[config.mk]
export PLATFORM = sky130hd
export DESIGN_NAME = snoop_bus_arbiter
export DESIGN_NICKNAME = d
export VERILOG_FILES = /design/src/rtl/snoop_bus_arbiter.sv
export SDC_FILE = /design/constraint.sdc
export NUM_CORES = 1
export LEC_CHECK = 0
export ABC_AREA = 0
export CORE_MARGIN = 2
export CORE_UTILIZATION = 48
export CTS_CLUSTER_DIAMETER = 80
export DETAILED_ROUTE_END_ITERATION = 6
export GPL_TIMING_DRIVEN = 0
export PLACE_DENSITY = 0.83
export SYNTH_ARGS = -nofsm -noshare
export SYNTH_HDL_FRONTEND = slang
export SYNTH_SLANG_ARGS = --single-unit
[constraint.sdc]
create_clock -name clk_i -period 2.8 [get_ports clk_i]
set_input_delay 0.7 -clock clk_i [delete_from_list [all_inputs] [get_ports clk_i]]
set_output_delay 0.7 -clock clk_i [all_outputs]
set_load 0.01 [all_outputs]
[src/rtl/snoop_bus_arbiter.sv]
// Round-robin shared-bus arbiter for MSI snooping caches: grant, broadcast, flush-or-memory data return.
// Optional transaction statistics counters are enabled by defining SNOOP_BUS_ARB_STATS_EN.
module snoop_bus_arbiter #(
    parameter int NUM_CPUS = 2,
    parameter int ADDR_W   = 2,
    parameter int MEM_LAT  = 3
) (
    input  logic                       clk_i,
    input  logic                       rst_i,
    input  logic [NUM_CPUS-1:0]        req_i,
    input  logic [3*NUM_CPUS-1:0]      msg_i,
    input  logic [ADDR_W*NUM_CPUS-1:0] addr_i,
    input  logic [NUM_CPUS-1:0]        flush_i,
    output logic [NUM_CPUS-1:0]        gnt_o,
    output logic [2:0]                 bus_msg_o,
    output logic [ADDR_W-1:0]          bus_addr_o,
    output logic [NUM_CPUS-1:0]        bus_src_o,
    output logic [NUM_CPUS-1:0]        data_valid_o,
    output logic                       busy_o
`ifdef SNOOP_BUS_ARB_STATS_EN
    ,
    output logic [15:0]                txn_cnt_o,
    output logic [15:0]                flush_cnt_o,
    output logic [15:0]                mem_cnt_o
`endif
);

    localparam int IDX_W = $clog2(NUM_CPUS);
    localparam int CNT_W = (MEM_LAT > 1) ? $clog2(MEM_LAT) : 1;
    localparam logic [2:0] MSG_UPGR = 3'd3;

    typedef enum logic [2:0] {IDLE, GRANT, SNOOP, MEM, DONE} state_t;

    state_t             state_q, state_d;
    logic [IDX_W-1:0]   owner_q, owner_d;
    logic [IDX_W-1:0]   ptr_q, ptr_d;
    logic [CNT_W-1:0]   cnt_q, cnt_d;
    logic [NUM_CPUS-1:0] gnt_d, src_d, dv_d;
    logic [2:0]         msg_d;
    logic [ADDR_W-1:0]  addr_d;
    logic               busy_d;
    logic               to_done;

    logic [2:0]         msg_a  [NUM_CPUS];
    logic [ADDR_W-1:0]  addr_a [NUM_CPUS];
    logic [IDX_W-1:0]   winner, cand;
    logic               found;
    logic [NUM_CPUS-1:0] owner_oh, flush_m;

    for (genvar k = 0; k < NUM_CPUS; k++) begin : g_unpack
        assign msg_a[k]  = msg_i[3*k +: 3];
        assign addr_a[k] = addr_i[ADDR_W*k +: ADDR_W];
    end

    function automatic logic [NUM_CPUS-1:0] onehot(input logic [IDX_W-1:0] idx);
        logic [NUM_CPUS-1:0] v;
        v = '0;
        v[idx] = 1'b1;
        return v;
    endfunction

    // Search upward from ptr+1 so the most recently served cache is considered last.
    always_comb begin
        winner = '0;
        found  = 1'b0;
        cand   = '0;
        for (int unsigned i = 1; i <= NUM_CPUS; i++) begin
            cand = IDX_W'((32'(ptr_q) + i) % NUM_CPUS);
            if (!found && req_i[cand]) begin
                winner = cand;
                found  = 1'b1;
            end
        end
    end

    assign owner_oh = onehot(owner_q);
    assign flush_m  = flush_i & ~owner_oh;

    always_comb begin
        state_d = state_q;
        owner_d = owner_q;
        ptr_d   = ptr_q;
        cnt_d   = cnt_q;
        gnt_d   = '0;
        msg_d   = bus_msg_o;
        addr_d  = bus_addr_o;
        src_d   = bus_src_o;
        dv_d    = '0;
        to_done = 1'b0;

        case (state_q)
            IDLE: begin
                if (req_i != '0) begin
                    owner_d = winner;
                    gnt_d   = onehot(winner);
                    state_d = GRANT;
                end
            end
            GRANT: begin
                if (msg_a[owner_q] == 3'd0 || msg_a[owner_q] > MSG_UPGR) begin
                    state_d = IDLE;
                end else begin
                    msg_d   = msg_a[owner_q];
                    addr_d  = addr_a[owner_q];
                    src_d   = owner_oh;
                    state_d = SNOOP;
                end
            end
            SNOOP: begin
                if (bus_msg_o == MSG_UPGR || flush_m != '0 || MEM_LAT == 1) begin
                    to_done = 1'b1;
                end else begin
                    cnt_d   = CNT_W'(MEM_LAT - 1);
                    state_d = MEM;
                end
            end
            MEM: begin
                // Leaving on the decrement to zero keeps DONE at cycle 2+MEM_LAT.
                cnt_d = cnt_q - 1'b1;
                if (cnt_q <= CNT_W'(1)) begin
                    cnt_d   = '0;
                    to_done = 1'b1;
                end
            end
            DONE: begin
                ptr_d   = owner_q;
                state_d = IDLE;
            end
            default: state_d = IDLE;
        endcase

        if (to_done) begin
            state_d = DONE;
            dv_d    = owner_oh;
            msg_d   = '0;
            src_d   = '0;
        end
        busy_d = (state_d != IDLE);
    end

    always_ff @(posedge clk_i or negedge rst_i) begin
        if (!rst_i) begin
            state_q      <= IDLE;
            owner_q      <= '0;
            ptr_q        <= IDX_W'(NUM_CPUS - 1);
            cnt_q        <= '0;
            gnt_o        <= '0;
            bus_msg_o    <= '0;
            bus_addr_o   <= '0;
            bus_src_o    <= '0;
            data_valid_o <= '0;
            busy_o       <= 1'b0;
        end else begin
            state_q      <= state_d;
            owner_q      <= owner_d;
            ptr_q        <= ptr_d;
            cnt_q        <= cnt_d;
            gnt_o        <= gnt_d;
            bus_msg_o    <= msg_d;
            bus_addr_o   <= addr_d;
            bus_src_o    <= src_d;
            data_valid_o <= dv_d;
            busy_o       <= busy_d;
        end
    end

`ifdef SNOOP_BUS_ARB_STATS_EN
    logic kind_flush_q, kind_mem_q;

    // Resolution is captured in SNOOP and counted once the transaction reaches DONE.
    always_ff @(posedge clk_i or negedge rst_i) begin
        if (!rst_i) begin
            kind_flush_q <= 1'b0;
            kind_mem_q   <= 1'b0;
            txn_cnt_o    <= '0;
            flush_cnt_o  <= '0;
            mem_cnt_o    <= '0;
        end else begin
            if (state_q == SNOOP) begin
                kind_flush_q <= (bus_msg_o != MSG_UPGR) && (flush_m != '0);
                kind_mem_q   <= (bus_msg_o != MSG_UPGR) && (flush_m == '0);
            end
            if (state_q == DONE) begin
                if (txn_cnt_o != '1) txn_cnt_o <= txn_cnt_o + 16'd1;
                if (kind_flush_q && flush_cnt_o != '1) flush_cnt_o <= flush_cnt_o + 16'd1;
                if (kind_mem_q && mem_cnt_o != '1) mem_cnt_o <= mem_cnt_o + 16'd1;
            end
        end
    end
`endif

endmodule

==> metrics, run 1 <==
HPWL after DPL=1460 um; CP delay by family, top=buffers and inverters; Port Buffers=27; initial core utilization=50.7%; Sw Share=37.3%; Finished Layout Cells=139; Setup violations, final=0; crit path kind=register to output port; most frequent cells in the layout=clkdlybuf4s50_1, dfrtp_1, o21ai_0; Final Hold Viols=0; vias in the first global route=669; Antenna diodes=0; min-delay worst type=register to register; row cnt=15; CORE AREA=1730 um^2; CTS buffer count=3; final core occ=69.7%; Syn Area/Cell=10.6 um^2; area grow syn2layout=37.4%; commonest non-fill, non-tap cell in the layout=clkdlybuf4s50_1; crit-path max FO=3; Cells after Synth=83; WHS=0.500 ns; Syn. warnings=0; Worst path max stage delay=0.55 ns; Worst slew margin=44.8%; via count=730; H-Tree Depth=1; Final Cycle Share=68.7%; Clock Skews=0.00473 ns; Worst VDD drop=0.000546 V; synthesized area=876 um^2; Syn Nets=99; Die H=46.7 um; required time of the critical path=2.10 ns; DRT Pass-1 Iters=4; die area=2180 um^2; number of flops mapped to enable cells by yosys=0; Internal Pwr Total=0.710 mW; Pwr Density=940 nW/um^2; min Tclk post-route=1.92 ns; Synth Flop Type=dfrtp_1; Pwr Total=1.13 mW; #FFs+latches synth=19; RD Place Congestion=0.784; WP data arrival=1.22 ns; Clk pwr share=12.1%; Setup TNS Final=0 ns; nature of the critical path endpoint=output port; status=finished, final reports clean; crit start category=register; starting DRC count in detailed routing=13; Fmax=520 MHz; CTS tree=built; vias per inst=5.25; Slew @ Worst Pin=0.825 ns; dpl cells=135; Max Cap Violations=0; Pins Over Slew Limit=0; CP max stage cell=clkdlybuf4s50_1; Comb power frac=46.7%; leakage power=0.527 nW; RSZ-0062 raised after global routing=no; fill count=151; hold buffers post-CTS=0; DRC=0; I/O Pins=28; sequential share of power=41.1%; DRT antenna net count=0; Distinct cells, synth=27; post-CTS setup buffer count=0; clk sinks=19; clk_lat worst skew=0.29 ns; Worst-path clk slew=0.10 ns; Root Driver=clkbuf_4; ys async rst share=100%; Die W=46.7 um; Resized Gates After CTS=0; WL final=1910 um; drt wl/cell=13.8 um; total congestion overflow=0; largest net degree at the start of global routing=20; first-pass GRT wire length=3050 um; initial antenna violation count=0; layout cells sized above 1=11.4%; Nets=131; clk buf depth=2; WP buf/inv=1; sequential fraction of the synthesis area=54.4%; worst path cell trace=clkdlybuf4s50_1; Net Switching=0.422 mW; Tot GR Track Use=20.2%
through the flow:
| step | cell area, um^2 | setup WS [ns] |
|---|---|---|
| final | 1200 | 0.876 |
| after global placement | 1180 | 0.668 |
| after floorplan | 876 | 1.20 |
| after global routing | 1200 | 0.817 |
| after CTS | 1200 | 0.867 |
| after detailed placement | 1180 | 0.634 |
path summary, 6_finish.rpt:
path | from | end | slack [ns] | depth (start not counted)
worst min-delay path | ptr_q | ptr_q | 0.50 | 2
max in group asynchronous | rst_i | bus_addr_o[0] | 1.42 | 1
min in group asynchronous | rst_i | state_q[0] | 0.87 | 1
worst min register to register | ptr_q | ptr_q | 0.50 | 2
worst max register to register | owner_q | state_q[1] | 1.21 | 4
worst max-delay path | bus_msg_o[0] | bus_msg_o[0] | 0.88 | 1
metal layers:
layer	vias up	GRT usage [%]	wire length, um
met5	-	0	0
met4	0	8.33	17
met3	2	4.31	109
met2	27	36.1	955
met1	345	23.2	831
li1	356	-	-
power by group through the flow:
stage,Sequential (mW),Combinational (mW),Clock [mW]
after floorplan,0.480,0.296,0
after global placement,0.463,0.512,0
after detailed placement,0.467,0.527,0
after CTS,0.463,0.530,0.139
after global routing,0.478,0.585,0.150
final,0.466,0.529,0.137
state kept, by name (all words and copies together), names as in the netlist:
register,count
data_valid_o,2
gnt_o,2
ptr_q,1
busy_o,1
bus_msg_o,3
owner_q,1
state_q,3
cnt_q,2
bus_addr_o,2
bus_src_o,2
final cells by class:
type | count | area (um^2) | share of cell area [%]
buffer | 2 | 16.3 | 1.35
clock buffer | 4 | 26.3 | 2.18
inverter | 3 | 11.3 | 0.936
multi-input combinational | 59 | 372 | 30.9
sequential | 19 | 477 | 39.6
tap | 25 | 31.3 | 2.60
timing repair buffer | 27 | 270 | 22.5
cells in the mapped netlist, types with 2 or more instances:
cell type	count	area share, %
and3_1	4	2.9
nand2_1	4	1.7
a21oi_1	5	2.9
a31oi_1	2	1.4
o21ai_0	14	8.0
nand2b_1	2	1.4
mux2_2	2	2.6
nor2_1	5	2.1
a21o_1	2	1.7
and2_1	3	2.1
dfrtp_1	18	51
inv_1	3	1.3
or3_1	2	1.4
nand4_1	2	1.4
mux2i_1	3	3.4
tightest hold or removal path: stages (launching register included):
cell,delay (ns)
dfstp_2,0.39
nand2_1,0.04
o21ai_0,0.07
logic make-up after synthesis:
| kind of cell | share of synthesized area [%] |
|---|---|
| AO/OA/AOI/OAI | 16.4 |
| buffers and inverters | 3.14 |
| flip-flops | 54.4 |
| multiplexers | 7.57 |
| AND/OR/NAND/NOR | 18.4 |
Note: power is estimated with default switching activity, not from simulation.
==> inputs of run 2 (changes only) <==
--- a/config.mk
+++ b/config.mk
@@ -7,11 +7,11 @@
 export LEC_CHECK = 0
 export ABC_AREA = 0
 export CORE_MARGIN = 2
-export CORE_UTILIZATION = 48
+export CORE_UTILIZATION = 40
 export CTS_CLUSTER_DIAMETER = 80
 export DETAILED_ROUTE_END_ITERATION = 6
 export GPL_TIMING_DRIVEN = 0
-export PLACE_DENSITY = 0.83
+export PLACE_DENSITY = 0.73
 export SYNTH_ARGS = -nofsm -noshare
 export SYNTH_HDL_FRONTEND = slang
 export SYNTH_SLANG_ARGS = --single-unit
==> constraint.sdc (replaced) <==
create_clock -name clk_i -period 1.65 [get_ports clk_i]
set_input_delay 0.4125 -clock clk_i [delete_from_list [all_inputs] [get_ports clk_i]]
set_output_delay 0.4125 -clock clk_i [all_outputs]
set_load 0.01 [all_outputs]
==> metrics, run 2 (synthesized netlist as in run 1, its figures left out) <==
initial core utilization=43.3%; die area=2580 um^2; Worst slew margin=44.5%; length of routed met2 wiring=914 um; total congestion overflow=0; Setup violations, final=0; WHS=0.486 ns; DP Area=1180 um^2; starting DRC count in detailed routing=14; Max Cap Violations=0; Top Layer Used=met4; initial antenna violation count=0; Tot GR Track Use=16.2%; Worst path max stage delay=0.53 ns; Clock Skews=0.0104 ns; first-pass GRT wire length=3060 um; RSZ-0062 raised after global routing=no; commonest non-fill, non-tap cell in the layout=clkdlybuf4s50_1; HPWL after DPL=1400 um; min-delay worst type=register to register; Final Cycle Share=96.2%; drt wl/cell=13.1 um; Fmax=630 MHz; Slew @ Worst Pin=0.830 ns; status=finished, final reports clean; nature of the critical path endpoint=output port; Final Hold Viols=0; CP max stage cell=clkdlybuf4s50_1; CORE AREA=2020 um^2; Die H=50.8 um; Worst VDD drop=0.000894 V; leakage power=0.608 nW; clk buf depth=2; vias per inst=5.25; required time of the critical path=1.24 ns; Final WS setup=0.0619 ns; Design Area, Final=1220 um^2; registers with the most flip-flops=bus_msg_o x3, state_q x3; DRC=0; vias in the first global route=713; Root Driver=clkbuf_4; CTS tree=built; crit path kind=register to output port; via count=745; RD Place Congestion=0.800; Nets=132; M1 WL=796 um; layout cells sized above 1=12.2%; met3 WL post-DR=118 um; crit start category=register; crit-path max FO=2; WL final=1860 um; Die W=50.8 um; worst path cell trace=clkdlybuf4s50_1; most frequent cells in the layout=clkdlybuf4s50_1, dfrtp_1, o21ai_0; min Tclk post-route=1.59 ns; Worst-path clk slew=0.10 ns; Pwr Total=1.91 mW; clk sinks=19; largest net degree at the start of global routing=20; worst reg2reg setup slack=0.10 ns; H-Tree Depth=1; CP delay by family, top=buffers and inverters; post-place setup slack=-0.224 ns; WP data arrival=1.18 ns; clk_lat worst skew=0.30 ns; DRT antenna net count=0; row cnt=16; Setup TNS Final=0 ns; area grow syn2layout=39.9%; CTS buffer count=3; WP buf/inv=1; Antenna diodes=0; Pwr Density=1560 nW/um^2; I/O Pins=28; DRT Pass-1 Iters=4; Pins Over Slew Limit=0; Port Buffers=27
-- run 2: worst min-delay path, stage by stage (launching register included) --
cell and delay (ns):
dfstp_2 0.38, nand2_1 0.04, o21ai_0 0.06
-- run 2: repair_timing --
item | CTS | global route
hold buffers | 0 | 0
resized for setup | 1 | 5
setup endpoints to repair | 1 | 9
buffers inserted | 0 | 1
cloned | 0 | 0
-- run 2: worst paths after layout --
| kind | cells past startpoint | to | start |
|---|---|---|---|
| setup / recovery | 1 | bus_src_o[1] | bus_src_o[1] |
| hold / removal | 2 | ptr_q | ptr_q |
| setup reg to reg | 4 | state_q[1] | owner_q |
| hold reg to reg | 2 | ptr_q | ptr_q |
| max in group asynchronous | 1 | bus_addr_o[1] | rst_i |
| min in group asynchronous | 1 | gnt_o[1] | rst_i |
-- run 2: per-layer routing --
layer  up-vias  global-route usage [%]
li1        362                       -
met3         2                    3.27
met1       345                    19.5
met4         0                    5.41
met5         -                       0
met2        36                    28.5
-- run 2: layout make-up --
| type | instances | area (um^2) |
|---|---|---|
| fillers | 182 | 797 |
| inverters | 3 | 11.3 |
| multi-input cells | 59 | 372 |
| plain buffers | 2 | 16.3 |
| clock buffers | 4 | 26.3 |
| repair buffers | 28 | 289 |
| flip-flops and latches | 19 | 477 |
| well taps | 27 | 33.8 |
-- run 2: power by group --
group / switching [mW] / total, mW / internal, mW
logic: 0.433 / 0.890 / 0.457
registers: 0.135 / 0.781 / 0.646
clock network: 0.143 / 0.237 / 0.0942
-- run 2: through the flow --
step / instances / util, %
floorplan: 83 / -
CTS: 141 / 59.6
detailed placement: 137 / 58.4
global route: 142 / 60.6
global placement: 137 / 58.4
finish: 142 / 60.6
==> inputs of run 3 (changes only) <==
--- a/config.mk
+++ b/config.mk
@@ -6,6 +6,7 @@
 export NUM_CORES = 1
 export LEC_CHECK = 0
 export ABC_AREA = 0
+export CORE_ASPECT_RATIO = 1.4
 export CORE_MARGIN = 2
 export CORE_UTILIZATION = 40
 export CTS_CLUSTER_DIAMETER = 80
==> metrics, run 3 (synthesized netlist as in run 1, its figures left out) <==
status=finished, final reports clean; sequential share of power=40.9%; Die W=43.5 um; WHS Endpoint=ptr_q; Fmax=620 MHz; CTS buffer count=3; required time of the critical path=1.24 ns; cells on worst reg2reg path=4; area grow syn2layout=38.9%; row cnt=20; via count=728; clk sinks=19; WL final=1940 um; Clock Skews=0.00293 ns; launch point of the worst path=bus_addr_o[0]; CTS tree=built; Pwr Density=1590 nW/um^2; Worst path max stage delay=0.55 ns; total congestion overflow=0; registers with the most flip-flops=bus_msg_o x3, state_q x3; CP max stage cell=clkdlybuf4s50_1; Sw Share=37.3%; crit-path max FO=2; commonest non-fill, non-tap cell in the layout=clkdlybuf4s50_1; Clk pwr share=12.1%; Comb power frac=47.0%; RD Place Congestion=0.729; Antenna diodes=0; clk_lat worst skew=0.29 ns; Worst Hold Depth=2; vias in the first global route=750; CORE AREA=2130 um^2; Pins Over Slew Limit=0; DRT Pass-1 Iters=4; Nets=132; Setup violations, final=0; min Tclk post-route=1.61 ns; crit path kind=register to output port; Final Cycle Share=97.8%; WHS=0.491 ns; Root Driver=clkbuf_4; worst reg2reg setup slack=0.09 ns; min-delay worst type=register to register; layout cells sized above 1=13.0%; final core occ=57.2%; most frequent cells in the layout=clkdlybuf4s50_1, dfrtp_1, o21ai_0; Final Hold Viols=0; CP delay by family, top=buffers and inverters; DP Area=1170 um^2; reg2reg start=owner_q; hold buffers post-CTS=0; RSZ-0062 raised after global routing=no; Internal Pwr Total=1.21 mW; H-Tree Depth=1; Max Cap Violations=0; nature of the critical path endpoint=output port; crit start category=register; vias per inst=5.31; HPWL after DPL=1470 um; die area=2590 um^2; Worst-path clk slew=0.11 ns; Tot GR Track Use=16.8%; DRC=0; starting DRC count in detailed routing=20; Die H=59.4 um; leakage power=0.579 nW; reg2reg end=state_q[1]; drt wl/cell=14.1 um; worst path cell trace=clkdlybuf4s50_1; min-delay src=ptr_q; initial antenna violation count=0; I/O Pins=28; Worst VDD drop=0.000782 V; Port Buffers=27; Worst slew margin=44.8%; WP buf/inv=1; Net Switching=0.722 mW; clk buf depth=2; first-pass GRT wire length=3170 um; Slew @ Worst Pin=0.825 ns; initial core utilization=41.2%; WP data arrival=1.20 ns; largest net degree at the start of global routing=20; DRT antenna net count=0; Design Area, Final=1220 um^2; Pwr Total=1.93 mW
run 3: changes by cell type in the layout (fill, tap and decap cells not counted), sizes merged:
cell / delta
clkdlybuf4s50: +3
dlymetal6s2s: -2
dlygate4sd2: -1
run 3: layout make-up:
| class | instances | area [um^2] |
|---|---|---|
| fill | 187 | 911 |
| sequential | 19 | 478 |
| multi-input combinational | 59 | 372 |
| timing repair buffer | 28 | 285 |
| tap | 22 | 27.5 |
| clock buffer | 4 | 26.3 |
| buffer | 2 | 16.3 |
| inverter | 3 | 11.3 |
run 3: timing repair:
item | 4_1_cts | 5_1_grt
resized for setup | 0 | 4
setup buffers | 0 | 1
setup endpoints to repair | 0 | 7
run 3: layer usage:
| layer | track usage [%] | up-vias | routed length, um |
|---|---|---|---|
| met4 | 9.09 | 0 | 25 |
| met3 | 1.83 | 2 | 59 |
| met2 | 31.9 | 25 | 1100 |
| met1 | 17.3 | 342 | 753 |
| li1 | - | 359 | - |
| met5 | 0 | - | 0 |
run 3: through the flow:
| stage | worst slack [ns] | TNS [ns] | std cells |
|---|---|---|---|
| final | 0.0358 | 0 | 137 |
| after global routing | 0.0000794 | 0 | 137 |
| after CTS | 0.00961 | 0 | 136 |
| after detailed placement | -0.235 | -1.56 | 132 |
| after global placement | -0.183 | -1.25 | 132 |
| after floorplan | 0.275 | 0 | 83 |
run 3: worst max-delay path by stage:
| stage | depth (start not counted) | to | slack [ns] |
|---|---|---|---|
| CTS | 1 | bus_msg_o[0] | 0.01 |
| floorplan | 4 | state_q[1] | 0.28 |
| global route | 1 | bus_src_o[1] | 0.00008 |
| finish | 1 | bus_addr_o[0] | 0.04 |
| detailed placement | 5 | bus_src_o[1] | -0.24 |
| global placement | 5 | state_q[1] | -0.18 |
run 3: power groups by stage:
stage | Sequential, mW | Clock (mW) | Combinational [mW]
final | 0.790 | 0.234 | 0.909
after global routing | 0.815 | 0.257 | 0.999
after CTS | 0.786 | 0.241 | 0.914
after detailed placement | 0.793 | 0 | 0.904
after global placement | 0.784 | 0 | 0.881
after floorplan | 0.815 | 0 | 0.502
run 3: worst register-to-register path, delay by kind of cell, from the launching register on:
kind	cells	cell delay (ns)
flip-flops	1	0.44
AO/OA/AOI/OAI	1	0.25
multiplexers	1	0.30
AND/OR/NAND/NOR	2	0.48
